### src/rtl/regfile_writeback_queue_if.sv
// rtl/regfile_writeback_queue_if.sv - write request, register file write and bypass lookup signals
interface regfile_writeback_queue_if #(
  parameter int DEPTH = 4
);
  localparam int CW = $clog2(DEPTH) + 1;

  logic          in_valid;
  logic          in_ready;
  logic [4:0]    in_reg;
  logic [31:0]   in_data;
  logic          wb_hold;
  logic [4:0]    write_reg;
  logic [31:0]   write_data;
  logic          regWrite;
  logic [4:0]    look_reg_1;
  logic [4:0]    look_reg_2;
  logic          hit_1;
  logic          hit_2;
  logic [31:0]   fwd_data_1;
  logic [31:0]   fwd_data_2;
  logic [CW-1:0] count;

  modport master (
    output in_valid, in_reg, in_data, wb_hold, look_reg_1, look_reg_2,
    input  in_ready, write_reg, write_data, regWrite,
    input  hit_1, hit_2, fwd_data_1, fwd_data_2, count
  );

  modport slave (
    input  in_valid, in_reg, in_data, wb_hold, look_reg_1, look_reg_2,
    output in_ready, write_reg, write_data, regWrite,
    output hit_1, hit_2, fwd_data_1, fwd_data_2, count
  );
endinterface

### src/rtl/regfile_writeback_queue.sv
// rtl/regfile_writeback_queue.sv - circular FIFO of pending register writes with bypass lookup
module regfile_writeback_queue #(
  parameter int DEPTH = 4
) (
  input  logic                      clk,
  input  logic                      rst,
  regfile_writeback_queue_if.slave  bus
);
  localparam int PW = $clog2(DEPTH);
  localparam int CW = PW + 1;

  logic [4:0]    reg_mem  [DEPTH];
  logic [31:0]   data_mem [DEPTH];
  logic [PW-1:0] head;
  logic [PW-1:0] tail;
  logic [CW-1:0] cnt;

  logic not_empty;
  logic push;
  logic pop;

  assign not_empty    = ~rst & (cnt != '0);
  assign bus.in_ready = ~rst & (cnt < CW'(DEPTH));
  assign bus.regWrite = not_empty & ~bus.wb_hold;
  assign bus.count    = cnt;

  assign push = bus.in_valid & bus.in_ready;
  assign pop  = bus.regWrite;

  assign bus.write_reg  = not_empty ? reg_mem[head]  : 5'd0;
  assign bus.write_data = not_empty ? data_mem[head] : 32'd0;

  // Walk oldest to youngest so the last match found is the youngest pending write.
  function automatic logic [32:0] lookup(input logic [4:0] key);
    logic [32:0]   res;
    logic [PW-1:0] idx;
    res = '0;
    for (int i = 0; i < DEPTH; i++) begin
      idx = head + PW'(i);
      if (CW'(i) < cnt && reg_mem[idx] == key) begin
        res = {1'b1, data_mem[idx]};
      end
    end
    return res;
  endfunction

  logic [32:0] look_1;
  logic [32:0] look_2;

  always_comb begin
    look_1 = '0;
    look_2 = '0;
    if (!rst) begin
      look_1 = lookup(bus.look_reg_1);
      look_2 = lookup(bus.look_reg_2);
    end
  end

  assign bus.hit_1      = look_1[32];
  assign bus.fwd_data_1 = look_1[31:0];
  assign bus.hit_2      = look_2[32];
  assign bus.fwd_data_2 = look_2[31:0];

  always_ff @(posedge clk) begin
    if (rst) begin
      head <= '0;
      tail <= '0;
      cnt  <= '0;
    end else begin
      if (push) tail <= tail + PW'(1);
      if (pop)  head <= head + PW'(1);
      case ({push, pop})
        2'b10:   cnt <= cnt + CW'(1);
        2'b01:   cnt <= cnt - CW'(1);
        default: cnt <= cnt;
      endcase
    end
  end

  // Entry storage is qualified by count everywhere, so it carries no reset.
  always_ff @(posedge clk) begin
    if (push) begin
      reg_mem[tail]  <= bus.in_reg;
      data_mem[tail] <= bus.in_data;
    end
  end
endmodule

### src/flat_wrapper.sv
// flat-port wrapper written by rule: the top's interface ports become plain ports
module regfile_writeback_queue_flat 
#(
  parameter int DEPTH = 4
)
  (clk, rst, bus_in_valid, bus_in_reg, bus_in_data, bus_wb_hold, bus_look_reg_1, bus_look_reg_2, bus_in_ready, bus_write_reg, bus_write_data, bus_regWrite, bus_hit_1, bus_hit_2, bus_fwd_data_1, bus_fwd_data_2, bus_count);
  regfile_writeback_queue_if #(.DEPTH(DEPTH)) bus_i ();
  input  logic clk;
  input  logic rst;
  input wire logic [$bits(bus_i.in_valid)-1:0] bus_in_valid;
  input wire logic [$bits(bus_i.in_reg)-1:0] bus_in_reg;
  input wire logic [$bits(bus_i.in_data)-1:0] bus_in_data;
  input wire logic [$bits(bus_i.wb_hold)-1:0] bus_wb_hold;
  input wire logic [$bits(bus_i.look_reg_1)-1:0] bus_look_reg_1;
  input wire logic [$bits(bus_i.look_reg_2)-1:0] bus_look_reg_2;
  output wire logic [$bits(bus_i.in_ready)-1:0] bus_in_ready;
  output wire logic [$bits(bus_i.write_reg)-1:0] bus_write_reg;
  output wire logic [$bits(bus_i.write_data)-1:0] bus_write_data;
  output wire logic [$bits(bus_i.regWrite)-1:0] bus_regWrite;
  output wire logic [$bits(bus_i.hit_1)-1:0] bus_hit_1;
  output wire logic [$bits(bus_i.hit_2)-1:0] bus_hit_2;
  output wire logic [$bits(bus_i.fwd_data_1)-1:0] bus_fwd_data_1;
  output wire logic [$bits(bus_i.fwd_data_2)-1:0] bus_fwd_data_2;
  output wire logic [$bits(bus_i.count)-1:0] bus_count;
  assign bus_i.in_valid = bus_in_valid;
  assign bus_i.in_reg = bus_in_reg;
  assign bus_i.in_data = bus_in_data;
  assign bus_i.wb_hold = bus_wb_hold;
  assign bus_i.look_reg_1 = bus_look_reg_1;
  assign bus_i.look_reg_2 = bus_look_reg_2;
  assign bus_in_ready = bus_i.in_ready;
  assign bus_write_reg = bus_i.write_reg;
  assign bus_write_data = bus_i.write_data;
  assign bus_regWrite = bus_i.regWrite;
  assign bus_hit_1 = bus_i.hit_1;
  assign bus_hit_2 = bus_i.hit_2;
  assign bus_fwd_data_1 = bus_i.fwd_data_1;
  assign bus_fwd_data_2 = bus_i.fwd_data_2;
  assign bus_count = bus_i.count;
  regfile_writeback_queue #(.DEPTH(DEPTH)) u_core (.clk(clk), .rst(rst), .bus(bus_i));
endmodule
### config.mk
export PLATFORM = sky130hd
export DESIGN_NAME = regfile_writeback_queue_flat
export DESIGN_NICKNAME = d
export VERILOG_FILES = /design/src/rtl/regfile_writeback_queue_if.sv /design/src/rtl/regfile_writeback_queue.sv /design/src/flat_wrapper.sv
export SDC_FILE = /design/constraint.sdc
export NUM_CORES = 1
export LEC_CHECK = 0
export ABC_CLOCK_PERIOD_IN_PS = 8090
export CAP_MARGIN = 15
export CORE_ASPECT_RATIO = 0.6
export CORE_MARGIN = 3
export CORE_UTILIZATION = 33
export CTS_CLUSTER_DIAMETER = 50
export CTS_CLUSTER_SIZE = 8
export DETAILED_ROUTE_END_ITERATION = 7
export GPL_TIMING_DRIVEN = 0
export RECOVER_POWER = 100
export SETUP_SLACK_MARGIN = 0.2
export SYNTH_ARGS = -nofsm -noshare
export SYNTH_HDL_FRONTEND = slang
export SYNTH_SLANG_ARGS = --single-unit
### constraint.sdc
create_clock -name clk -period 8.09 [get_ports clk]
set_input_delay 0.809 -clock clk [delete_from_list [all_inputs] [get_ports clk]]
set_output_delay 0.809 -clock clk [all_outputs]
set_load 0.005 [all_outputs]
==> results of run 1 <==
==> where the power goes <==
group	total [mW]	switching, mW	internal [mW]
combinational	0.572	0.374	0.197
sequential	0.940	0.0215	0.918
clock	0.898	0.350	0.548
total	2.41	0.746	1.66
==> per-layer routing <==
metal / share of wire / wire length, µm / track usage
met5: 0.00025 / 13 / 0
met2: 0.41 / 21700 / 0.373
met4: 0.028 / 1500 / 0.0835
met3: 0.12 / 6320 / 0.0788
met1: 0.44 / 23200 / 0.369
==> sequential cells by signal, summed over array words and instances, names as in the netlist, named ones only <==
| register | count |
|---|---|
| u_core.data_mem | 128 |
| u_core.reg_mem | 20 |
| u_core.bus.count | 3 |
| u_core.head | 2 |
| u_core.tail | 2 |
==> critical path, cell delays in order (launching register included) <==
cell and delay, ps:
dfxtp_1 310, clkbuf_1 550, clkbuf_1 650, mux4_2 650
xnor2_1 360, o21ai_0 490, nor2_1 360, clkbuf_1 510
o221ai_1 220, a311oi_1 690, dlygate4sd3_1 670
==> cells by family after synthesis <==
logic type | count (synthesis) | synth area share
simple gates | 396 | 0.142
compound gates | 309 | 0.174
mux | 239 | 0.222
flops | 157 | 0.373
buf+inv | 144 | 0.0491
xor+xnor | 45 | 0.0318
fa+ha+maj | 8 | 0.00807
==> stage by stage <==
stage	setup WS, ps	area (µm²)
3_3_place_gp	2960	14600
2_1_floorplan	4900	12400
4_1_cts	2470	15300
5_1_grt	1110	15200
6_report	1350	15200
3_5_place_dp	2970	14600
==> layout by cell type (no fill, tap or decap), types with 7 or more instances in the layout <==
cell	count
edfxtp_1	148
o221ai_1	48
clkbuf_16	17
clkbuf_1	106
a311oi_1	53
o221ai_2	10
dfxtp_1	9
mux2i_1	152
nor3_1	71
xor2_1	7
nor2b_1	8
o21ai_0	39
ha_1	8
mux2_2	64
dlygate4sd3_1	129
xnor2_1	38
nor2_1	166
clkdlybuf4s50_1	23
buf_2	25
a21oi_1	125
buf_1	8
o211ai_1	9
nand2b_1	29
nand2_1	98
mux4_2	23
==> final cells by class <==
| type | count | area [µm²] |
|---|---|---|
| Timing Repair Buffer | 156 | 1540 |
| Inverter | 7 | 26.3 |
| Fill cell | 3593 | 21500 |
| Clock inverter | 14 | 218 |
| Buffer | 137 | 561 |
| Clock buffer | 18 | 429 |
| Multi-Input combinational cell | 997 | 7150 |
| Sequential cell | 157 | 4620 |
| Tap cell | 504 | 631 |
==> final timing paths <==
kind | cells past startpoint | endpoint | slack (ps) | from
max | 10 | bus_fwd_data_1[17] | 1350 | u_core.head[0]
max reg2reg | 4 | u_core.data_mem[1][20] | 4150 | u_core.bus.count[2]
min reg2reg | 2 | u_core.tail[1] | 570 | u_core.tail[1]
min | 2 | u_core.tail[1] | 570 | u_core.tail[1]
==> impl_metrics.csv, run 1 <==
group,metric,value,unit
drt,vias_per_cell,6.05,
drt,wirelength,52700,µm
logic_synthesis,synth_area_leaders,"edfxtp_1 (36%), mux2i_1 (12%), mux2_2 (5.8%)",
global_routing,grtUsageTotal,0.259,
run_status,violations,"capacitance limit, slew limit",
sta,slew_violations,93,
clock_tree,cts_setup_buffers,0,
logic_synthesis,syn_nets,1357,
clock_tree,cts_hold_buf,0,
floorplanning,num_rows,54,
global_routing,grt_max_degree,29,
logic_synthesis,synth_area_leader_cell,"edfxtp_1",
worst_setup_path,cp-start-kind,"register",
power,p_total,2.41,mW
floorplanning,dieArea,40000,µm²
logic_synthesis,yosys_warnings,0,
global_routing,grt_pass1_vias,11611,
placement,io_buffers,152,
placement,gp_congestion,0.939,
global_routing,antenna_found_initial,1,
logic_synthesis,syn_area_per_cell,9.56,µm²
clock_tree,clock_latency,460,ps
floorplanning,pin_count,159,
logic_synthesis,synth-main-ff-cell,"edfxtp_1",
final_layout,final_core_util,0.414,
final_layout,syn2layout_area_growth,22.2,%
sta,final.setup.tns,0,ps
logic_synthesis,ys_ff_latch,157,
floorplanning,die_h,156,µm
global_routing,grt-ovfl-total,0,
logic_synthesis,post-synth-top-area-fraction,0.358,
drt,antenna_left,0,
drt,route.detailed.drc,0,
clock_tree,cts_buffers,17,
floorplanning,die_w,256,µm
worst_setup_path,arrival,5930,ps
power,p_leak,4.43,nW
clock_tree,clockBufferDepth,2,
clock_tree,cts.sinks,157,
clock_tree,clkTransAtPathRegs,60,ps
logic_synthesis,synth_common_cells,"nor2_1 (166), mux2i_1 (152), edfxtp_1 (148)",
sta,setup_violations,0,
worst_setup_path,critPathRequiredTime,7280,ps
sta,worst_pin_slew,2330,ps
logic_synthesis,synth_edf_count,148,
final_layout,finalNonFillerCells,1990,
min_path,hp-class,"register to register",
worst_setup_path,worstSetupEndpointType,"output pin",
drt,via_count,12036,
sta,fin_hold_ws,572,ps
sta,max_freq,148,MHz
logic_synthesis,async_flop_share,0,
placement,dp_cells,1958,
final_layout,fin_nets,1532,
global_routing,grt_pass1_wl,77100,µm
clock_tree,cts_resized,0,
sta,finalHoldViolations,0,
clock_tree,clockRootBuffer,"clkbuf_16",
worst_setup_path,crit_type,"register to output pin",
job,cap_violations,4,
sta,slew_headroom,-0.551,
logic_synthesis,syn_inst,1298,
drt,route.detailed.wl_per_inst,26.5,µm
logic_synthesis,synth.distinct_cells,44,
logic_synthesis,synth_area,12400,µm²
final_layout,diodes,0,
sta,fin_skew,9.83,ps
clock_tree,tritoncts,"built",
floorplanning,core,36700,µm²
power,vdd_ir_drop_max,151,µV
logic_synthesis,yosysMostFrequentCell,"nor2_1",
run_status,status,"finished, violations left",
floorplanning,start_util,0.338,
clock_tree,h-tree-depth,4,
sta,min_period_over_period,0.833,
power,power_density,159,nW/µm²
placement,hpwl,38900,µm
final_layout,drive_gt1_frac,0.112,
logic_synthesis,ys_seq_area_frac,0.373,
drt,first_iter_violations,1608,
sta,fin_crit,6740,ps
sta,rsz0062_at_grt,"no",
drt,detail_route.first_pass.iterations,6,
worst_setup_path,crit_path_max_fanout,10,
No activity file was read; power rests on OpenSTA's default activity.
==> inputs of run 2 (changes only) <==
ABC_CLOCK_PERIOD_IN_PS = 6700   (was 8090)
clock period = 6.7 ns   (was 8.09 ns; I/O delays follow)
==> run 2 against run 1 <==
The run still ends with capacitance limit, slew limit left; first-iteration DRC count is 0.75% lower; clock skew is 1.5 ps higher; final cell count stayed put; largest power group unchanged; critical path type unchanged; critical endpoint is now bus_fwd_data_2[17]; die area stayed put; highest routed layer unchanged.
==> impl_metrics.csv, run 2 (synthesis results as in run 1) <==
group,metric,value,unit
run_status,status,"finished, violations left",
run_status,violations,"capacitance limit, slew limit",
global_routing,grtUsageTotal,0.259,
floorplanning,num_rows,54,
drt,antenna_left,0,
sta,fin_crit,6110,ps
final_layout,drive_gt1_frac,0.113,
worst_setup_path,critPathRequiredTime,6030,ps
min_path,hold_end,"u_core.tail[1]",
power,p_leak,4.43,nW
worst_setup_path,cp-start-kind,"register",
clock_tree,cts_buffers,17,
worst_setup_path,rrSetupSlack,2740,ps
worst_setup_path,crit_type,"register to output pin",
global_routing,grt_pass1_wl,77100,µm
worst_setup_path,crit_path_max_fanout,10,
global_routing,antenna_found_initial,1,
floorplanning,die_h,156,µm
final_layout,largest_register_ffs,128,
floorplanning,pin_count,159,
worst_setup_path,crit_family,"buffers and inverters",
global_routing,grt-ovfl-total,0,
worst_setup_path,crit_path_cell_trace,"buf_6 -> clkbuf_1 -> mux4_2 -> xnor2_1 -> o21ai_0 -> nor2_1 -> clkbuf_1 -> o221ai_2 -> a311oi_1 -> clkdlybuf4s50_1",
sta,slew_violations,93,
min_path,hold_path.startpoint,"u_core.tail[1]",
job,cap_violations,4,
sta,max_freq,164,MHz
drt,vias_per_cell,6.12,
clock_tree,cts_hold_buf,0,
worst_setup_path,r2r-end,"u_core.data_mem[1][20]",
min_path,whs_path_depth,2,
worst_setup_path,crit_path_frequent_cell,"clkbuf_1",
final_layout,diodes,0,
sta,final.setup.tns,0,ps
global_routing,grt_pass1_vias,11611,
floorplanning,die_w,256,µm
clock_tree,h-tree-depth,4,
placement,io_buffers,152,
final_layout,fin_nets,1532,
sta,slew_headroom,-0.564,
worst_setup_path,worstSetupEndpointType,"output pin",
final_layout,top_register,"u_core.data_mem",
floorplanning,dieArea,40000,µm²
placement,gp_congestion,0.939,
power,power_density,192,nW/µm²
power,vdd_ir_drop_max,184,µV
drt,detail_route.first_pass.iterations,7,
clock_tree,cts_setup_buffers,0,
worst_setup_path,crit_path_max_incr_delay,710,ps
sta,worst_pin_slew,2350,ps
floorplanning,core,36700,µm²
worst_setup_path,path_buf_inv,4,
min_path,hp-class,"register to register",
sta,fin_hold_ws,571,ps
floorplanning,start_util,0.338,
worst_setup_path,reg2reg_depth,4,
clock_tree,clockBufferDepth,2,
clock_tree,tritoncts,"built",
drt,route.detailed.wl_per_inst,26.6,µm
sta,rsz0062_at_grt,"no",
drt,route.detailed.drc,0,
final_layout,final_common_cell,"nor2_1",
clock_tree,clkTransAtPathRegs,60,ps
sta,setup_violations,0,
clock_tree,cts.sinks,157,
sta,min_period_over_period,0.912,
drt,via_count,12183,
worst_setup_path,arrival,5440,ps
worst_setup_path,cpMaxStageDelayCell,"clkbuf_1",
drt,wirelength,52800,µm
clock_tree,clockRootBuffer,"clkbuf_16",
clock_tree,clock_latency,470,ps
final_layout,syn2layout_area_growth,22.3,%
sta,finalHoldViolations,0,
sta,fin_skew,11.3,ps
clock_tree,cts_resized,0,
global_routing,grt_max_degree,29,
drt,first_iter_violations,1596,
placement,hpwl,38900,µm
worst_setup_path,r2r-start,"u_core.bus.count[2]",
final_layout,num-fill-cells,3590,
final_layout,final_cell_mix,"nor2_1 (166), mux2i_1 (152), edfxtp_1 (148)",
## run 2: changes by cell type in the layout (fill, tap and decap cells not counted)
cell / before / now
clkbuf_1: 106 / 104
dlygate4sd3_1: 129 / 128
clkdlybuf4s50_1: 23 / 24
buf_6: 1 / 2
buf_2: 25 / 26
## run 2: power by group
part           switching (mW)  internal [mW]
combinational           0.454          0.240
clock                   0.427          0.661
sequential             0.0261           1.11
## run 2: worst max-delay path by stage
| stage | start | end | slack [ps] | cells after the start |
|---|---|---|---|---|
| after floorplan | register | bus_fwd_data_2[28] | 3640 | 8 |
| after global placement | register | bus_fwd_data_1[17] | 1710 | 9 |
| after detailed placement | register | bus_fwd_data_1[17] | 1720 | 9 |
| after CTS | register | bus_fwd_data_1[17] | 1210 | 9 |
| after global routing | u_core.head[0] | bus_fwd_data_1[23] | 460 | 10 |
| final | u_core.head[0] | bus_fwd_data_2[17] | 590 | 10 |
## run 2: area by class of cell
cell class                 count  area, µm²  share of cell area
buffer                       137        569              0.0375
clock buffer                  18        429              0.0283
sequential                   157       4620               0.305
tap                          504        631              0.0415
multi-input combinational    997       7150               0.471
inverter                       7       26.3             0.00173
timing repair buffer         156       1540               0.101
clock inverter                14        218              0.0143
## run 2: worst reg2reg max path, cell delays in order (launching register included)
cell,delay [ps]
dfxtp_1,390
clkbuf_1,360
nor2_1,430
and3_1,600
clkbuf_1,1730
## run 2: through the flow
stage / power [mW] / util / instances / cell area [µm²] / setup WS [ps]
after detailed placement: 1.85 / 0.399 / 1958 / 14600 / 1720
final: 2.92 / 0.414 / 1990 / 15200 / 586
after global placement: 1.84 / 0.397 / 1954 / 14600 / 1710
after global routing: 3.02 / 0.414 / 1990 / 15200 / 459
after floorplan: 1.54 / - / 1298 / 12400 / 3640
after CTS: 2.93 / 0.417 / 1990 / 15300 / 1210
## run 2: layer usage
| layer | GRT usage | part of all wire |
|---|---|---|
| met5 | 0 | 0.00025 |
| met4 | 0.0835 | 0.030 |
| met3 | 0.0788 | 0.13 |
| met2 | 0.373 | 0.41 |
| met1 | 0.369 | 0.43 |
